**src/rtl/mult_seq_shift_add.sv**
```systemverilog
`default_nettype none
// ============================================================================
// Module   : mult_seq_shift_add
// Brief    : Parametrised sequential shift-add multiplier with a start/busy/
//            done handshake and per-operation signed/unsigned mode.
//            Signed operands are converted to magnitudes at load, multiplied
//            unsigned, and the sign is restored when the product is written.
//            Optional macro MUL_EARLY_EXIT_EN: finish as soon as the remaining
//            multiplier bits are all zero.
// Revision : 1.0 - initial release
// ============================================================================
module mult_seq_shift_add #(
    parameter int WIDTH = 8,
    parameter int CNT_W = $clog2(WIDTH + 1)
) (
    input  logic                 clk,
    input  logic                 rst_n,
    input  logic                 start,
    input  logic                 signed_op,
    input  logic [WIDTH-1:0]     multiplicand,
    input  logic [WIDTH-1:0]     multiplier,
    output logic                 busy,
    output logic                 done,
    output logic [2*WIDTH-1:0]   product
);

    localparam logic [1:0] c_IDLE = 2'd0;
    localparam logic [1:0] c_RUN  = 2'd1;
    localparam logic [1:0] c_DONE = 2'd2;

    logic [1:0]           r_state;
    logic [2*WIDTH-1:0]   r_acc;
    logic [2*WIDTH-1:0]   r_areg;
    logic [WIDTH-1:0]     r_breg;
    logic [CNT_W-1:0]     r_cnt;
    logic                 r_neg;
    logic [2*WIDTH-1:0]   r_product;

    logic [WIDTH-1:0]     w_abs_a;
    logic [WIDTH-1:0]     w_abs_b;
    logic [2*WIDTH-1:0]   w_acc_next;
    logic [WIDTH-1:0]     w_breg_next;
    logic [CNT_W-1:0]     w_cnt_next;
    logic                 w_finish;

    // Operand magnitudes; the most negative value negates to 2^(WIDTH-1),
    // which is still exact when read as unsigned.
    always_comb begin
        w_abs_a = (signed_op && multiplicand[WIDTH-1]) ? (~multiplicand + 1'b1) : multiplicand;
        w_abs_b = (signed_op && multiplier[WIDTH-1])   ? (~multiplier + 1'b1)   : multiplier;
    end

    // One shift-add step and the end-of-operation decision.
    always_comb begin
        w_acc_next  = r_breg[0] ? (r_acc + r_areg) : r_acc;
        w_breg_next = r_breg >> 1;
        w_cnt_next  = r_cnt - CNT_W'(1);
`ifdef MUL_EARLY_EXIT_EN
        w_finish    = (w_cnt_next == '0) || (w_breg_next == '0);
`else
        w_finish    = (w_cnt_next == '0);
`endif
    end

    // Control FSM and datapath registers.
    always_ff @(posedge clk or negedge rst_n) begin
        if (!rst_n) begin
            r_state   <= c_IDLE;
            r_acc     <= '0;
            r_areg    <= '0;
            r_breg    <= '0;
            r_cnt     <= '0;
            r_neg     <= 1'b0;
            r_product <= '0;
        end else begin
            case (r_state)
                c_IDLE: begin
                    if (start) begin
                        r_areg  <= {{WIDTH{1'b0}}, w_abs_a};
                        r_breg  <= w_abs_b;
                        r_acc   <= '0;
                        r_cnt   <= CNT_W'(WIDTH);
                        // A zero operand yields +0, so the sign is dropped.
                        r_neg   <= signed_op & (multiplicand[WIDTH-1] ^ multiplier[WIDTH-1])
                                   & (|multiplicand) & (|multiplier);
                        r_state <= c_RUN;
                    end
                end
                c_RUN: begin
                    r_acc  <= w_acc_next;
                    r_areg <= r_areg << 1;
                    r_breg <= w_breg_next;
                    r_cnt  <= w_cnt_next;
                    if (w_finish) begin
                        r_product <= r_neg ? (~w_acc_next + 1'b1) : w_acc_next;
                        r_state   <= c_DONE;
                    end
                end
                c_DONE: begin
                    r_state <= c_IDLE;
                end
                default: begin
                    r_state <= c_IDLE;
                end
            endcase
        end
    end

    assign busy    = (r_state != c_IDLE);
    assign done    = (r_state == c_DONE);
    assign product = r_product;

endmodule
`default_nettype wire
```
**config.mk**
```make
export PLATFORM = sky130hd
export DESIGN_NAME = mult_seq_shift_add
export DESIGN_NICKNAME = d
export VERILOG_FILES = /design/src/rtl/mult_seq_shift_add.sv
export SDC_FILE = /design/constraint.sdc
export NUM_CORES = 1
export LEC_CHECK = 0
export ABC_AREA = 0
export CAP_MARGIN = 15
export CORE_ASPECT_RATIO = 1.5
export CORE_MARGIN = 5
export CORE_UTILIZATION = 53
export DETAILED_ROUTE_END_ITERATION = 16
export PLACE_DENSITY = 0.82
export RECOVER_POWER = 50
export SYNTH_ARGS = -nofsm -noshare
export SYNTH_HDL_FRONTEND = slang
export SYNTH_SLANG_ARGS = --single-unit
```
**constraint.sdc**
```tcl
create_clock -name clk -period 2.75 [get_ports clk]
set_clock_uncertainty 0.15 [all_clocks]
set_input_delay 0.55 -clock clk [delete_from_list [all_inputs] [get_ports clk]]
set_output_delay 0.55 -clock clk [all_outputs]
set_load 0.005 [all_outputs]
```
== Word level (Yosys, flattened, before mapping) ==
Cells that the tools add are included.
Widths: inputs -> output; s select.
Word-level totals
  flip-flop bits (word level): 63
  bits in latches: 0
  memory bits (writable): 0
  memory bits (read-only): 0
  output and inout port bits: 18
  word-level logic and storage cells: 50
  memories: 0
Cells by class
  add/sub/neg operators: 5
  multiply operators: 0
  divide/modulo/power cells: 0
  magnitude comparators: 0
  equality and inequality tests: 4
  shift-type cells: 0
  muxes and demuxes: 15
  bitwise logic cells: 7
  reductions and logical operators: 12
Operators with widths (number)
  $mux 16: 4
  $pmux 16 s2: 2
  $mux 8: 3
  $add 16x1->16 const B: 1
  $add 16x16->16: 1
  $add 8x1->8 const B: 2
  $not 16->16: 1
  $not 8->8: 2
  $pmux 8 s2: 1
  $reduce_or 8->1: 2
  $pmux 4 s2: 1
  $reduce_and 2->1: 4
  $logic_not 4->1: 1
  $mux 2: 2
  $mux 4: 1
  $ne 2x2->1 const B: 2
  $pmux 2 s2: 1
  $reduce_bool 2->1: 2
  $sub 4x1->4 const B: 1
  $and 1x1->1: 3
  $eq 2x1->1 const B: 1
  $eq 2x2->1 const B: 1
  $logic_and 1x1->1: 2
  $logic_not 2->1: 1
  $xor 1x1->1: 1

== Longest topological paths before layout ==
  depth in word-level cells: 5
  depth in mapped cells: 10
  gate-level depth less buffers: 10

== Least setup slack after synthesis ==
No wires, ideal clock.
  kind: reg2reg
  from: reg r_acc[0]
  to: reg r_product[15] (netlist: product[15])
  data arrival time: 2.822 ns
  slack: -0.291 ns
  stages on the path, launching flop included: 11
  clock period less this slack: 3.041 ns
  path through: dfrtp_1 > ha_1 > fa_1 > a211oi_2 > o21ai_2 > a311oi_2 > mux2i_1 > nor3_2 > nand4_1 > or4_1 > nand3_1
Between the ends
  cells in the longest elaborated chain, start to end: 5
RTL lines
  start: declaration: RTL line 32  | logic [2*WIDTH-1:0] r_acc;
  start signal: assignment: RTL line 90  | r_acc <= w_acc_next;
  $add 16x16->16: RTL line 55  | w_acc_next = r_breg[0] ? (r_acc + r_areg) : r_acc;
  $mux 16 (*): RTL line 55
  $not 16->16: RTL line 95  | r_product <= r_neg ? (~w_acc_next + 1'b1) : w_acc_next;
  $add 16x1->16: RTL line 95
  $mux 16 (*): RTL line 95
  end signal: assignment: RTL line 95
  end: declaration: RTL line 37  | logic [2*WIDTH-1:0] r_product;
Mark *: on every way between the ends. The rest lies on a longest branch, timed or not.
A chain may end at the register's enable or synchronous reset.

== Worst setup path in the final report ==
  from: reg r_areg[0]
  to: reg r_product[12] (netlist: product[12])
Between the ends
  cells in the longest elaborated chain, start to end: 5
RTL lines
  start: declaration: RTL line 33  | logic [2*WIDTH-1:0] r_areg;
  start signal: assignment: RTL line 79  | r_areg <= {{WIDTH{1'b0}}, w_abs_a};
  start signal: assignment: RTL line 91  | r_areg <= r_areg << 1;
  $add 16x16->16 (*): RTL line 55
  $mux 16 (*): RTL line 55
  $not 16->16: RTL line 95
  $add 16x1->16: RTL line 95
  $mux 16 (*): RTL line 95
Marked as above.

==> impl_metrics.toml <==
[logic_synthesis]
synth.cell_area_um2 = 4270
synth_flop_cell = "dfrtp_1"
syn_inst = 500
synthArstFlopShare = 1.00
synth_seq_cells = 63
avgSynthCellArea_um2 = 8.55
synth_cell_types = 59
synth_nets = 541
synth-edff-count = 0
seq_area_frac_synth = 0.369
yosysWarnings = 0

[global_route]
antenna_found_initial = 0
grt_pass1_vias = 4171
overflow = 0
grt_pass1_wl_um = 19100
grtUsageTotal = 0.233
grt_max_degree = 34

[power_and_ir_drop]
p_per_area_nw_per_um2 = 1420
power_leakage_nw = 2.42
ir_worst_vdd_mv = 0.702

[clock_tree]
cts_root_buffer = "clkbuf_16"
clk_pin_slew_ns = 0.05
cts_tree = "built"
clk_latency_ns = 0.34
cts.sinks = 63
numCtsBuffers = 9
cts_buffer_depth = 2
ctsHtreeMaxLevel = 3
hold_buffers = 0

[run]
maxCapViolCount = 0

[critical_path]
critPathBufInv = 2
worstPathRequired_ns = 2.82
cp.arrival_ns = 3.14
critPathTopFamily = "simple AND/OR/NAND/NOR gates"
end_kind = "flop"
critPathKind = "reg -> reg"
cp-startpoint = "r_areg[0]$_DFFE_PN0P_"
cp_max_fo = 4
crit_path_start_kind = "flop"
crit_chain = "ha_2 > fa_2 > buf_6 > xor2_1 > mux2i_1 > buf_4 > and2_4 > nand4_1 > or3_4 > o31ai_4 > xnor2_1 > o21ai_1"
cpMaxStageDelayCell = "or3_4"
slowest_delay_ns = 0.47
r2r-start = "r_areg[0]$_DFFE_PN0P_"

[cells_and_area]
diodes = 0
syn_to_final_growth_pct = 32.5
final_common_cell = "buf_4"
final_cell_mix = "64 x buf_4, 63 x dfrtp_1, 57 x o21ai_0"
fillers = 543
final_nets = 634
drive_gt1_frac = 0.209
final_util = 0.712

[sta]
finalHoldViolCount = 0
rsz0062_at_grt = "true"
worst_hold_slack_ns = 0.302
max_freq_mhz = 325
final_max_slew_viol_count = 0
worst_slack_ns = -0.326
finalCriticalPeriod_ns = 3.08
worst_pin_slew_ns = 1.23
finalSetupViolCount = 12
relSlewSlack = 0.182
fin_crit_sh = 1.12

[placement]
place.gp.congestion = 1.01
port_buffers = 37
hpwl_um = 8180

[detailed_routing]
drc = 0
vias = 4288
via_per_inst = 6.11
wl_per_cell_um = 16.9
firstDrtPassIters = 5
drtIter0Drc = 478
ant_nets = 0
wirelength_um = 11800

[floorplanning]
initial_core_util = 0.537
dieArea_um2 = 10000
core_um2 = 7960
die_w_um = 83.3
rows = 40
die_height_um = 120
num_io_pins = 38

[status]
violations = "setup timing"
status = "finished, violations left"

[hold_path]
hold_path.class = "in -> async"
[synthesized netlist by cell type, types with 4 or more instances]
cell | instances | area share
o21ai_0 | 64 | 0.075
dfrtp_1 | 63 | 0.37
nand2_1 | 56 | 0.049
a21oi_1 | 29 | 0.034
nand3_1 | 26 | 0.030
nor2_1 | 25 | 0.022
clkbuf_1 | 21 | 0.018
ha_1 | 20 | 0.059
inv_1 | 18 | 0.016
xnor2_1 | 18 | 0.037
nor3_1 | 17 | 0.020
a22oi_1 | 14 | 0.025
nand2b_1 | 10 | 0.015
mux2i_1 | 7 | 0.016
xor2_1 | 7 | 0.014
and3_1 | 6 | 0.0088
nand4_1 | 6 | 0.0088
or3_1 | 6 | 0.0088
a31oi_1 | 5 | 0.0073
a211oi_1 | 4 | 0.0070
nand3b_1 | 4 | 0.0070
nor3_2 | 4 | 0.0094
o2111a_1 | 4 | 0.011
o211ai_1 | 4 | 0.0070
o22ai_1 | 4 | 0.0059
[per-stage QoR]
stage / std cells / area, µm² / power [W] / setup WS [ns] / TNS [ns]
2_1_floorplan: 500 / 4290 / 0.00440 / -0.179 / -0.370
3_3_place_gp: 676 / 5140 / 0.00598 / -0.242 / -0.868
3_5_place_dp: 676 / 5140 / 0.00618 / -0.326 / -1.58
4_1_cts: 697 / 5560 / 0.00764 / -0.272 / -1.59
5_1_grt: 702 / 5660 / 0.00857 / -0.442 / -3.55
6_report: 702 / 5660 / 0.00803 / -0.326 / -2.34
[layer usage]
metal / global-route usage / share of wire / vias up
met3: 0.0337 / 0.058 / 28
met2: 0.432 / 0.53 / 187
met5: 0 / 0 / -
met4: 0.115 / 0.024 / 0
met1: 0.257 / 0.39 / 2055
li1: - / - / 2018
[registers in the layout, summed over array words and instances, names as in the netlist]
| register | cells |
|---|---|
| r_acc | 16 |
| r_neg | 1 |
| r_cnt | 4 |
| r_state | 2 |
| r_areg | 16 |
| product | 16 |
| r_breg | 8 |
[cell type report]
cell class,count,area [µm²],share of cell area
multi-input cells,394,2670,0.471
flip-flops and latches,63,1580,0.278
repair buffers,107,907,0.160
clock buffers,11,243,0.0429
well taps,105,131,0.0232
clock inverters,4,70.1,0.0124
inverters,18,67.6,0.0119
[logic make-up (layout without fill, tap and decap cells)]
group | count (synthesis) | after routing | share of synthesized area
simple gates | 181 | 181 | 0.219
compound gates | 160 | 160 | 0.243
flops | 63 | 63 | 0.369
buf+inv | 43 | 140 | 0.0386
xor+xnor | 25 | 25 | 0.0512
fa+ha+maj | 21 | 21 | 0.0632
mux | 7 | 7 | 0.0164
[worst reg2reg max path, cell delays in order, from the launching register on]
cell and delay, ns:
dfrtp_1 0.39, ha_2 0.21, fa_2 0.41, buf_6 0.14
xor2_1 0.15, mux2i_1 0.22, buf_4 0.16, and2_4 0.13
nand4_1 0.13, or3_4 0.47, o31ai_4 0.19, xnor2_1 0.14
o21ai_1 0.07
[worst paths after layout]
path / slack (ns) / depth (start not counted) / to
setup / recovery: -0.33 / 12 / product[12]$_DFFE_PN0P_
hold / removal: 0.30 / 1 / r_areg[6]$_DFFE_PN0P_
setup reg to reg: -0.33 / 12 / product[12]$_DFFE_PN0P_
hold reg to reg: 0.32 / 2 / product[8]$_DFFE_PN0P_
max in group asynchronous: 0.78 / 2 / r_areg[13]$_DFFE_PN0P_
min in group clk: 0.32 / 2 / product[8]$_DFFE_PN0P_
[report_power, final]
group	switching [W]	leakage [nW]	internal, W
clock network	0.000399	0.155	0.000809
logic	0.00276	1.46	0.00238
registers	0.000336	0.802	0.00135
[repair_timing]
item,4_1_cts,5_1_grt
gates resized for setup,15,21
gates cloned,0,0
buffers inserted,6,6
setup endpoints to repair,10,13
pin swaps,12,7
No activity file was read; power rests on OpenSTA's default activity.
